<file path="src/rtl/cpu_pkg.sv">
// ---------------------------------------------------------------------------
// cpu_pkg
// Shared definitions for the fetch/execute sequencer.
//   - default widths for the program counter and the instruction word
//   - opcode constants (4-bit, taken from the top of the instruction word)
//   - sequencer FSM state enum
// ---------------------------------------------------------------------------
package cpu_pkg;

  localparam int PC_W_DEF    = 8;
  localparam int INSTR_W_DEF = 10;
  localparam int CNT_W       = 16;

  localparam logic [3:0] OP_HALT  = 4'd0;
  localparam logic [3:0] OP_ADD   = 4'd1;
  localparam logic [3:0] OP_SUB   = 4'd2;
  localparam logic [3:0] OP_AND   = 4'd3;
  localparam logic [3:0] OP_OR    = 4'd4;
  localparam logic [3:0] OP_XOR   = 4'd5;
  localparam logic [3:0] OP_LOAD  = 4'd6;
  localparam logic [3:0] OP_STORE = 4'd7;
  localparam logic [3:0] OP_MOV   = 4'd8;
  localparam logic [3:0] OP_JUMP  = 4'd9;
  localparam logic [3:0] OP_BEQ   = 4'd10;
  localparam logic [3:0] OP_INCR  = 4'd11;
  localparam logic [3:0] OP_BNE   = 4'd12;

  typedef enum logic [1:0] {
    ST_IDLE   = 2'd0,
    ST_FETCH  = 2'd1,
    ST_EXEC   = 2'd2,
    ST_HALTED = 2'd3
  } state_t;

endpackage

</file>
<file path="src/rtl/pc_next.sv">
// ---------------------------------------------------------------------------
// pc_next
// Combinational next-program-counter calculation.
//   i_pc      : current program counter
//   i_ir_lo   : low six bits of the current instruction (jump target /
//               branch offset field)
//   i_jump    : absolute jump within the current 64-word page
//   i_beq     : branch if ZERO
//   i_bne     : branch if not ZERO
//   i_zero    : ALU result-equals-zero flag
//   o_next_pc : PC to load when the instruction retires
// ---------------------------------------------------------------------------
module pc_next
  import cpu_pkg::*;
#(
  parameter int PC_W = PC_W_DEF
) (
  input  logic [PC_W-1:0] i_pc,
  input  logic [5:0]      i_ir_lo,
  input  logic            i_jump,
  input  logic            i_beq,
  input  logic            i_bne,
  input  logic            i_zero,
  output logic [PC_W-1:0] o_next_pc
);

  logic [PC_W-1:0] w_pc_inc;
  logic [PC_W-1:0] w_offset;
  logic            w_taken;

  assign w_pc_inc = i_pc + {{(PC_W-1){1'b0}}, 1'b1};
  // 4-bit two's-complement displacement, relative to PC+1
  assign w_offset = {{(PC_W-4){i_ir_lo[3]}}, i_ir_lo[3:0]};
  assign w_taken  = (i_beq & i_zero) | (i_bne & ~i_zero);

  always_comb begin
    o_next_pc = w_pc_inc;
    // jump wins over any branch that happens to be asserted alongside it
    if (i_jump) begin
      o_next_pc = {i_pc[PC_W-1:6], i_ir_lo};
    end else if (w_taken) begin
      o_next_pc = w_pc_inc + w_offset;
    end
  end

endmodule

</file>
<file path="src/rtl/fetch_sequencer.sv">
// ---------------------------------------------------------------------------
// fetch_sequencer
// Instruction fetch / execute sequencer: IDLE -> FETCH -> EXEC -> FETCH ...
// until a HALT instruction parks it in HALTED.
//   CLK, RST_N        : clock, asynchronous active-low reset
//   START             : pulse in IDLE/HALTED restarts execution at PC=0
//   IMEM_REQ/ADDR     : instruction read request, address = PC
//   IMEM_ACK/RDATA    : read completion and fetched instruction
//   OPCODE, IR        : current instruction (to the external decoder)
//   JUMP/BEQ/BNE/HALT : decoder outputs, sampled in EXEC
//   ZERO              : ALU zero flag, sampled in EXEC
//   EXEC_EN           : one-cycle execute strobe
//   PC, HALTED        : program counter, halted status
//   INSTR_CNT         : retired-instruction counter (HALT not counted)
// ---------------------------------------------------------------------------
module fetch_sequencer
  import cpu_pkg::*;
#(
  parameter int PC_W    = PC_W_DEF,
  parameter int INSTR_W = INSTR_W_DEF
) (
  input  logic               CLK,
  input  logic               RST_N,
  input  logic               START,
  output logic               IMEM_REQ,
  output logic [PC_W-1:0]    IMEM_ADDR,
  input  logic               IMEM_ACK,
  input  logic [INSTR_W-1:0] IMEM_RDATA,
  output logic [3:0]         OPCODE,
  output logic [INSTR_W-1:0] IR,
  input  logic               JUMP,
  input  logic               BEQ,
  input  logic               BNE,
  input  logic               HALT,
  input  logic               ZERO,
  output logic               EXEC_EN,
  output logic [PC_W-1:0]    PC,
  output logic               HALTED,
  output logic [CNT_W-1:0]   INSTR_CNT
);

  state_t             r_state;
  state_t             w_state_next;
  logic [PC_W-1:0]    r_pc;
  logic [PC_W-1:0]    w_pc_next;
  logic [PC_W-1:0]    w_pc_calc;
  logic [INSTR_W-1:0] r_ir;
  logic [INSTR_W-1:0] w_ir_next;
  logic [CNT_W-1:0]   r_instr_cnt;
  logic [CNT_W-1:0]   w_cnt_next;

  pc_next #(
    .PC_W (PC_W)
  ) u_pc_next (
    .i_pc      (r_pc),
    .i_ir_lo   (r_ir[5:0]),
    .i_jump    (JUMP),
    .i_beq     (BEQ),
    .i_bne     (BNE),
    .i_zero    (ZERO),
    .o_next_pc (w_pc_calc)
  );

  always_ff @(posedge CLK or negedge RST_N) begin
    if (!RST_N) begin
      r_state     <= ST_IDLE;
      r_pc        <= '0;
      r_ir        <= '0;
      r_instr_cnt <= '0;
    end else begin
      r_state     <= w_state_next;
      r_pc        <= w_pc_next;
      r_ir        <= w_ir_next;
      r_instr_cnt <= w_cnt_next;
    end
  end

  always_comb begin
    w_state_next = r_state;
    w_pc_next    = r_pc;
    w_ir_next    = r_ir;
    w_cnt_next   = r_instr_cnt;
    IMEM_REQ     = 1'b0;
    EXEC_EN      = 1'b0;
    HALTED       = 1'b0;
    case (r_state)
      ST_IDLE, ST_HALTED: begin
        HALTED = (r_state == ST_HALTED);
        if (START) begin
          w_state_next = ST_FETCH;
          w_pc_next    = '0;
          w_cnt_next   = '0;
        end
      end
      ST_FETCH: begin
        // address is simply PC, so it stays stable for the whole wait
        IMEM_REQ = 1'b1;
        if (IMEM_ACK) begin
          w_ir_next    = IMEM_RDATA;
          w_state_next = ST_EXEC;
        end
      end
      ST_EXEC: begin
        EXEC_EN = 1'b1;
        if (HALT) begin
          // HALT does not retire and leaves PC pointing at itself
          w_state_next = ST_HALTED;
        end else begin
          w_state_next = ST_FETCH;
          w_pc_next    = w_pc_calc;
          w_cnt_next   = r_instr_cnt + {{(CNT_W-1){1'b0}}, 1'b1};
        end
      end
      default: w_state_next = ST_IDLE;
    endcase
  end

  assign IMEM_ADDR = r_pc;
  assign PC        = r_pc;
  assign IR        = r_ir;
  assign OPCODE    = r_ir[INSTR_W-1 -: 4];
  assign INSTR_CNT = r_instr_cnt;

endmodule

</file>
<file path="config.mk">
export PLATFORM = sky130hd
export DESIGN_NAME = fetch_sequencer
export DESIGN_NICKNAME = d
export VERILOG_FILES = /design/src/rtl/cpu_pkg.sv /design/src/rtl/pc_next.sv /design/src/rtl/fetch_sequencer.sv
export SDC_FILE = /design/constraint.sdc
export NUM_CORES = 1
export LEC_CHECK = 0
export BUFFER_PORTS_ARGS = -buffer_cell sky130_fd_sc_hd__buf_2
export CORE_ASPECT_RATIO = 1.4
export CORE_UTILIZATION = 45
export CTS_CLUSTER_SIZE = 24
export DETAILED_ROUTE_END_ITERATION = 8
export PLACE_DENSITY = 0.78
export SLEW_MARGIN = 20
export SYNTH_ARGS = -nofsm -noshare
export SYNTH_HDL_FRONTEND = slang
export SYNTH_SLANG_ARGS = --single-unit
</file>
<file path="constraint.sdc">
create_clock -name CLK -period 2.7 [get_ports CLK]
set_input_delay 0.54 -clock CLK [delete_from_list [all_inputs] [get_ports CLK]]
set_output_delay 0.54 -clock CLK [all_outputs]
set_load 0.02 [all_outputs]
</file>
==> flow_metrics.tcl, run 1 <==
set metrics [dict create \
    dieArea_sq_um 5473 \
    power_frac_seq 0.306 \
    worst_slew_pin_slew_ns 0.8149 \
    synthTopCellsByArea "dfrtp_1, ha_1, mux2_2, xor2_1, nand2_1" \
    worstSetupPathType "reg -> reg" \
    tns_ns 0 \
    initial_core_util 0.4738 \
    n_antenna_cell 0 \
    clock_sinks 36 \
    status "complete, no violations" \
    area_growth_pct 17.94 \
    combPwrFrac 0.544 \
    whs_ns 0.3463 \
    vias_per_cell 5.270 \
    syn_nets 274 \
    wl_per_cell_um 14.31 \
    synth_warnings 0 \
    ctsHtreeMaxLevel 2 \
    grt-busiest-layer "met2" \
    totalWireLength_mm 5.239 \
    tritoncts "built" \
    gr-usage-met1 0.2255 \
    met3_usage 0.04712 \
    start_kind "flip-flop" \
    die_h_um 87.14 \
    required_ns 2.86 \
    vias 1929 \
    insertion_delay_ns 0.28 \
    first_iter_violations 88 \
    syn_area_per_cell_sq_um 9.667 \
    worstHoldPathType "in -> async" \
    grt_pass1_wl_mm 8.880 \
    path_max_fanout 7 \
    post-cts-setup-buffers 0 \
    portBuffers 67 \
    synth.distinct_cells 52 \
    crit_path_end_kind "flip-flop" \
    place_congestion 0.8727 \
    cellLeakagePower_nw 1.381 \
    rows 30 \
    hpwl_mm 4.067 \
    drc 0 \
    cts_buffers 5 \
    nets 334 \
    max_slew_margin 0.4568 \
    post_cts_resized 0 \
    postCtsHoldBufs 0 \
    power_mw 2.694 \
    die_w_um 62.81 \
    max_freq_ghz 0.3977 \
    use_met2 0.3834 \
    drtPass1Iterations 4 \
    max_stage_delay_ns 0.45 \
    final-max-slew-violation-count 0 \
    core_sq_um 4917 \
    hold_viol_final 0 \
    fin_skew_ns 0.004236 \
    grt_pass1_vias 1961 \
    switching_power_mw 1.225 \
    clockPowerShare 0.150 \
    drv_cap 0 \
    synth_top_cell_by_area "dfrtp_1" \
    power.density_nw_per_um2 980.5 \
    ys_seq_elements 36 \
    finalCriticalPeriod_ns 2.514 \
    grt_max_degree 37 \
    critPathSlowestCell "dfrtp_1" \
    clk_pin_slew_ns 0.07 \
    vdd_drop_max_v 0.0005179 \
    clock_path_buffers 2 \
    rsz0062_at_grt "false" \
    power.internal_mw 1.469 \
    fin_util 0.5588 \
    power_switching_share 0.4546 \
    cts-root-buf "clkbuf_8" \
    postSynthCellCount 241 \
    cp.arrival_ns 2.68 \
    netlist_area_sq_um 2330 \
    ys_seq_area_frac 0.3867 \
    grt.total_usage 0.2054 \
    ant_nets 0 \
    synth_top_cell_area_share 0.3867 \
    ios 68 \
    setup_violations 0 \
    drive_gt1_frac 0.3278 \
    antenna_found_initial 0 \
    post-route-period-util 0.9312 \
    path_cells "ha_1 -> inv_1 -> fa_1 -> nor2b_1 -> o21ai_1 -> a21boi_1 -> mux2_1 -> a211oi_2 -> o31ai_2" \
    grt-ovfl-total 0 \
]
-- synthesized netlist by cell type, drive strengths merged --
cell and number:
a21o 1, o31ai 3, a22o 2, fa 1, dfrtp 36, or3 3, nor4 1, nor2b 2
mux2i 5, a211oi 3, nor3b 1, nor2 19, nand2 28, o21ai 15, mux2 12, buf 13
nand2b 4, and2 3, o22ai 2, and3 5, inv 11, a21boi 1, a21oi 11, nor3 1
and4 1, a32o 2, nand3b 1, a31oi 2, xor2 12, o211ai 2, nor4b 2, xnor2 8
clkbuf 3, ha 13, nand4 4, nand3 8
-- routing by layer --
| layer | wire (um) | vias to the layer above |
|---|---|---|
| li1 | - | 951 |
| met1 | 2139 | 926 |
| met2 | 2829 | 44 |
| met3 | 205 | 8 |
| met4 | 64 | 0 |
| met5 | 0 | - |
-- worst paths after layout --
| path | to | slack (ns) | startpoint | cells after the start |
|---|---|---|---|---|
| min in group CLK | IR[3] | 0.48 | IMEM_RDATA[3] | 2 |
| worst min-delay path | IMEM_ADDR[6] | 0.35 | RST_N | 1 |
| worst max register to register | IMEM_ADDR[6] | 0.19 | IMEM_ADDR[1] | 9 |
| worst min register to register | IR[9] | 0.52 | IR[9] | 1 |
| max in group asynchronous | IR[6] | 1.84 | RST_N | 1 |
| worst max-delay path | IMEM_ADDR[6] | 0.19 | IMEM_ADDR[1] | 9 |
-- flip-flops by register name, indices dropped and copies added, names as in the netlist --
signal     cells
IR            10
IMEM_ADDR      8
INSTR_CNT     16
r_state        2
-- per-stage QoR --
stage               std cells  worst slack, ns  instance area, sq um
global route              366         0.001766                  2748
finish                    366           0.1857                  2748
detailed placement        358           0.2009                  2654
global placement          358           0.2876                  2654
floorplan                 241           0.2653                  2330
CTS                       366           0.1750                  2748
-- area by class of cell --
type	instances	area, sq um
Inverter	11	41.29
Tap cell	64	80.08
Sequential cell	36	900.9
Timing Repair Buffer	69	350.3
Fill cell	446	2170
Multi-Input combinational cell	178	1281
Clock buffer	7	86.33
Clock inverter	1	7.507
-- cell usage in the layout (no fill, tap or decap), types with 3 or more instances in the layout --
| master | count |
|---|---|
| dfrtp_1 | 36 |
| o21ai_0 | 4 |
| xor2_1 | 12 |
| mux2i_1 | 4 |
| nand2b_1 | 4 |
| xnor2_1 | 8 |
| or3_1 | 3 |
| inv_1 | 11 |
| o21ai_1 | 10 |
| nand3_1 | 8 |
| clkbuf_8 | 6 |
| a21oi_1 | 10 |
| nand2_1 | 27 |
| ha_1 | 13 |
| buf_2 | 67 |
| mux2_2 | 10 |
| and3_1 | 5 |
| nor2_1 | 18 |
-- kinds of logic (layout without fill, tap and decap cells) --
family | Yosys count | after routing | share of synthesized area
adder cells (fa/ha/maj) | 14 | 14 | 0.07841
AO/OA/AOI/OAI | 44 | 44 | 0.1246
multiplexers | 17 | 17 | 0.08270
flip-flops | 36 | 36 | 0.3867
buffers and inverters | 27 | 88 | 0.06337
XOR/XNOR | 20 | 20 | 0.07519
AND/OR/NAND/NOR | 83 | 83 | 0.1890
-- worst max-delay path, delay by kind of cell (launching register included) --
family | cells | cell delay, ns
buf+inv | 1 | 0.07
fa+ha+maj | 2 | 0.77
compound gates | 4 | 0.62
flops | 1 | 0.45
mux | 1 | 0.37
simple gates | 1 | 0.13
-- power groups by stage --
stage	sequential [mW]	clock [mW]	combinational (mW)
CTS	0.827	0.413	1.48
global route	0.853	0.429	1.61
global placement	0.830	0	1.42
finish	0.824	0.403	1.47
detailed placement	0.837	0	1.48
floorplan	0.945	0	1.01
Power figures use the tool's default switching activity.
==> inputs of run 2 (changes only) <==
--- a/config.mk
+++ b/config.mk
@@ -6,11 +6,14 @@
 export NUM_CORES = 1
 export LEC_CHECK = 0
 export BUFFER_PORTS_ARGS = -buffer_cell sky130_fd_sc_hd__buf_2
+export CAP_MARGIN = 20
 export CORE_ASPECT_RATIO = 1.4
 export CORE_UTILIZATION = 45
 export CTS_CLUSTER_SIZE = 24
 export DETAILED_ROUTE_END_ITERATION = 8
 export PLACE_DENSITY = 0.78
+export REMOVE_ABC_BUFFERS = 1
+export SKIP_CTS_REPAIR_TIMING = 1
 export SLEW_MARGIN = 20
 export SYNTH_ARGS = -nofsm -noshare
 export SYNTH_HDL_FRONTEND = slang
==> run 2 against run 1 <==
  * Flip-flop and latch count unchanged
  * Non-clock buffer count unchanged
  * Utilization increased by 0.36 points
  * Sequential power grew 0.7%
  * Sequential share of layout area is 0.21 points lower
  * Final cell count unchanged
  * Setup slack about the same
  * Clock power increased by 16%
  * Register-to-register slack barely moved
  * Critical path type unchanged
  * Largest cell class unchanged
  * Critical path depth unchanged
==> flow_metrics.tcl, run 2 (synthesized netlist as in run 1, its figures left out) <==
set metrics [dict create \
    antenna_found_initial 0 \
    clock_path_buffers 2 \
    portBuffers 67 \
    vias_per_cell 5.339 \
    initial_core_util 0.4738 \
    final_common_cell "buf_2" \
    ctsHtreeMaxLevel 2 \
    hpwl_mm 3.787 \
    core_sq_um 4917 \
    fin_cells 366 \
    cts_buffers 5 \
    required_ns 2.87 \
    grt_pass1_wl_mm 8.500 \
    tritoncts "built" \
    first_iter_violations 111 \
    worstHoldPathType "in -> async" \
    wl_per_cell_um 13.82 \
    n_antenna_cell 0 \
    r2r_setup_slack_ns 0.19 \
    drc 0 \
    largest_reg_flops 16 \
    dieArea_sq_um 5473 \
    crit_path_end "IMEM_ADDR[6]" \
    cp.arrival_ns 2.68 \
    max_freq_ghz 0.3978 \
    rsz0062_at_grt "false" \
    nets 334 \
    tns_ns 0 \
    r2r_start "IMEM_ADDR[0]" \
    die_h_um 87.14 \
    vias 1954 \
    max_slew_margin 0.4723 \
    status "complete, no violations" \
    area_growth_pct 18.69 \
    totalWireLength_mm 5.057 \
    setup_violations 0 \
    dpl.cell_count 358 \
    fin_skew_ns 0.006107 \
    vdd_drop_max_v 0.0005925 \
    drive_gt1_frac 0.3311 \
    worst-r2r-cell-count 9 \
    grt_pass1_vias 1896 \
    ios 68 \
    finalCriticalPeriod_ns 2.514 \
    final-max-slew-violation-count 0 \
    cellLeakagePower_nw 1.391 \
    clock_sinks 36 \
    power.density_nw_per_um2 997.2 \
    grt-ovfl-total 0 \
    worstSetupPathType "reg -> reg" \
    start_kind "flip-flop" \
    cts-root-buf "clkbuf_8" \
    clk_pin_slew_ns 0.08 \
    crit_start "IMEM_ADDR[0]" \
    drv_cap 0 \
    rows 30 \
    grt_max_degree 37 \
    insertion_delay_ns 0.29 \
    whs_ns 0.3313 \
    post-route-period-util 0.9311 \
    path_max_fanout 7 \
    most-common-layout-cells "buf_2, dfrtp_1, nand2_1" \
    ant_nets 0 \
    grt.total_usage 0.1972 \
    worst_slew_pin_slew_ns 0.7915 \
    fin_util 0.5623 \
    r2r-end "IMEM_ADDR[6]" \
    hold_viol_final 0 \
    power_mw 2.757 \
    crit_path_end_kind "flip-flop" \
    place_congestion 0.9662 \
    die_w_um 62.81 \
    drtPass1Iterations 5 \
]
run 2: area by class of cell:
type / count / area [sq um]
Tap cell: 64 / 80.08
Timing Repair Buffer: 69 / 350.3
Sequential cell: 36 / 900.9
Multi-Input combinational cell: 178 / 1281
Fill cell: 464 / 2152
Inverter: 11 / 41.29
Clock buffer: 5 / 68.82
Clock inverter: 3 / 42.54
run 2: worst min-delay path by stage:
stage	end	startpoint	slack, ns
floorplan	IMEM_ADDR[0]	RST_N	0.24
global placement	IR[7]	IR[7]	0.50
global route	INSTR_CNT[5]	RST_N	0.41
CTS	INSTR_CNT[4]	RST_N	0.37
detailed placement	IR[7]	IR[7]	0.51
finish	IMEM_ADDR[6]	RST_N	0.33
run 2: worst max-delay path, stage by stage, from the launching register on:
cell and delay [ns]:
dfrtp_1 0.45, ha_1 0.35, inv_1 0.07, fa_1 0.45, nor2b_1 0.13, o21ai_1 0.09
a21boi_1 0.20, mux2_1 0.35, a211oi_2 0.23, o31ai_2 0.07
run 2: routing by layer:
| layer | vias to the layer above | track usage | wire length [um] |
|---|---|---|---|
| li1 | 953 | - | - |
| met1 | 933 | 0.2323 | 2078 |
| met3 | 8 | 0.03927 | 247 |
| met2 | 60 | 0.3626 | 2666 |
| met5 | - | 0 | 0 |
| met4 | 0 | 0.05285 | 64 |
run 2: stage by stage:
stage          cell area, sq um  worst slack [ns]
6_report                   2765            0.1861
5_1_grt                    2765           0.02855
4_1_cts                    2765            0.1763
3_5_place_dp               2654            0.1806
3_3_place_gp               2654            0.2845
2_1_floorplan              2223            0.1776
run 2: where the power goes:
group	switching, mW	internal (mW)	leakage (nW)
registers	0.164	0.666	0.477
logic	0.863	0.597	0.860
clock network	0.195	0.273	0.0541
total	1.22	1.54	1.39
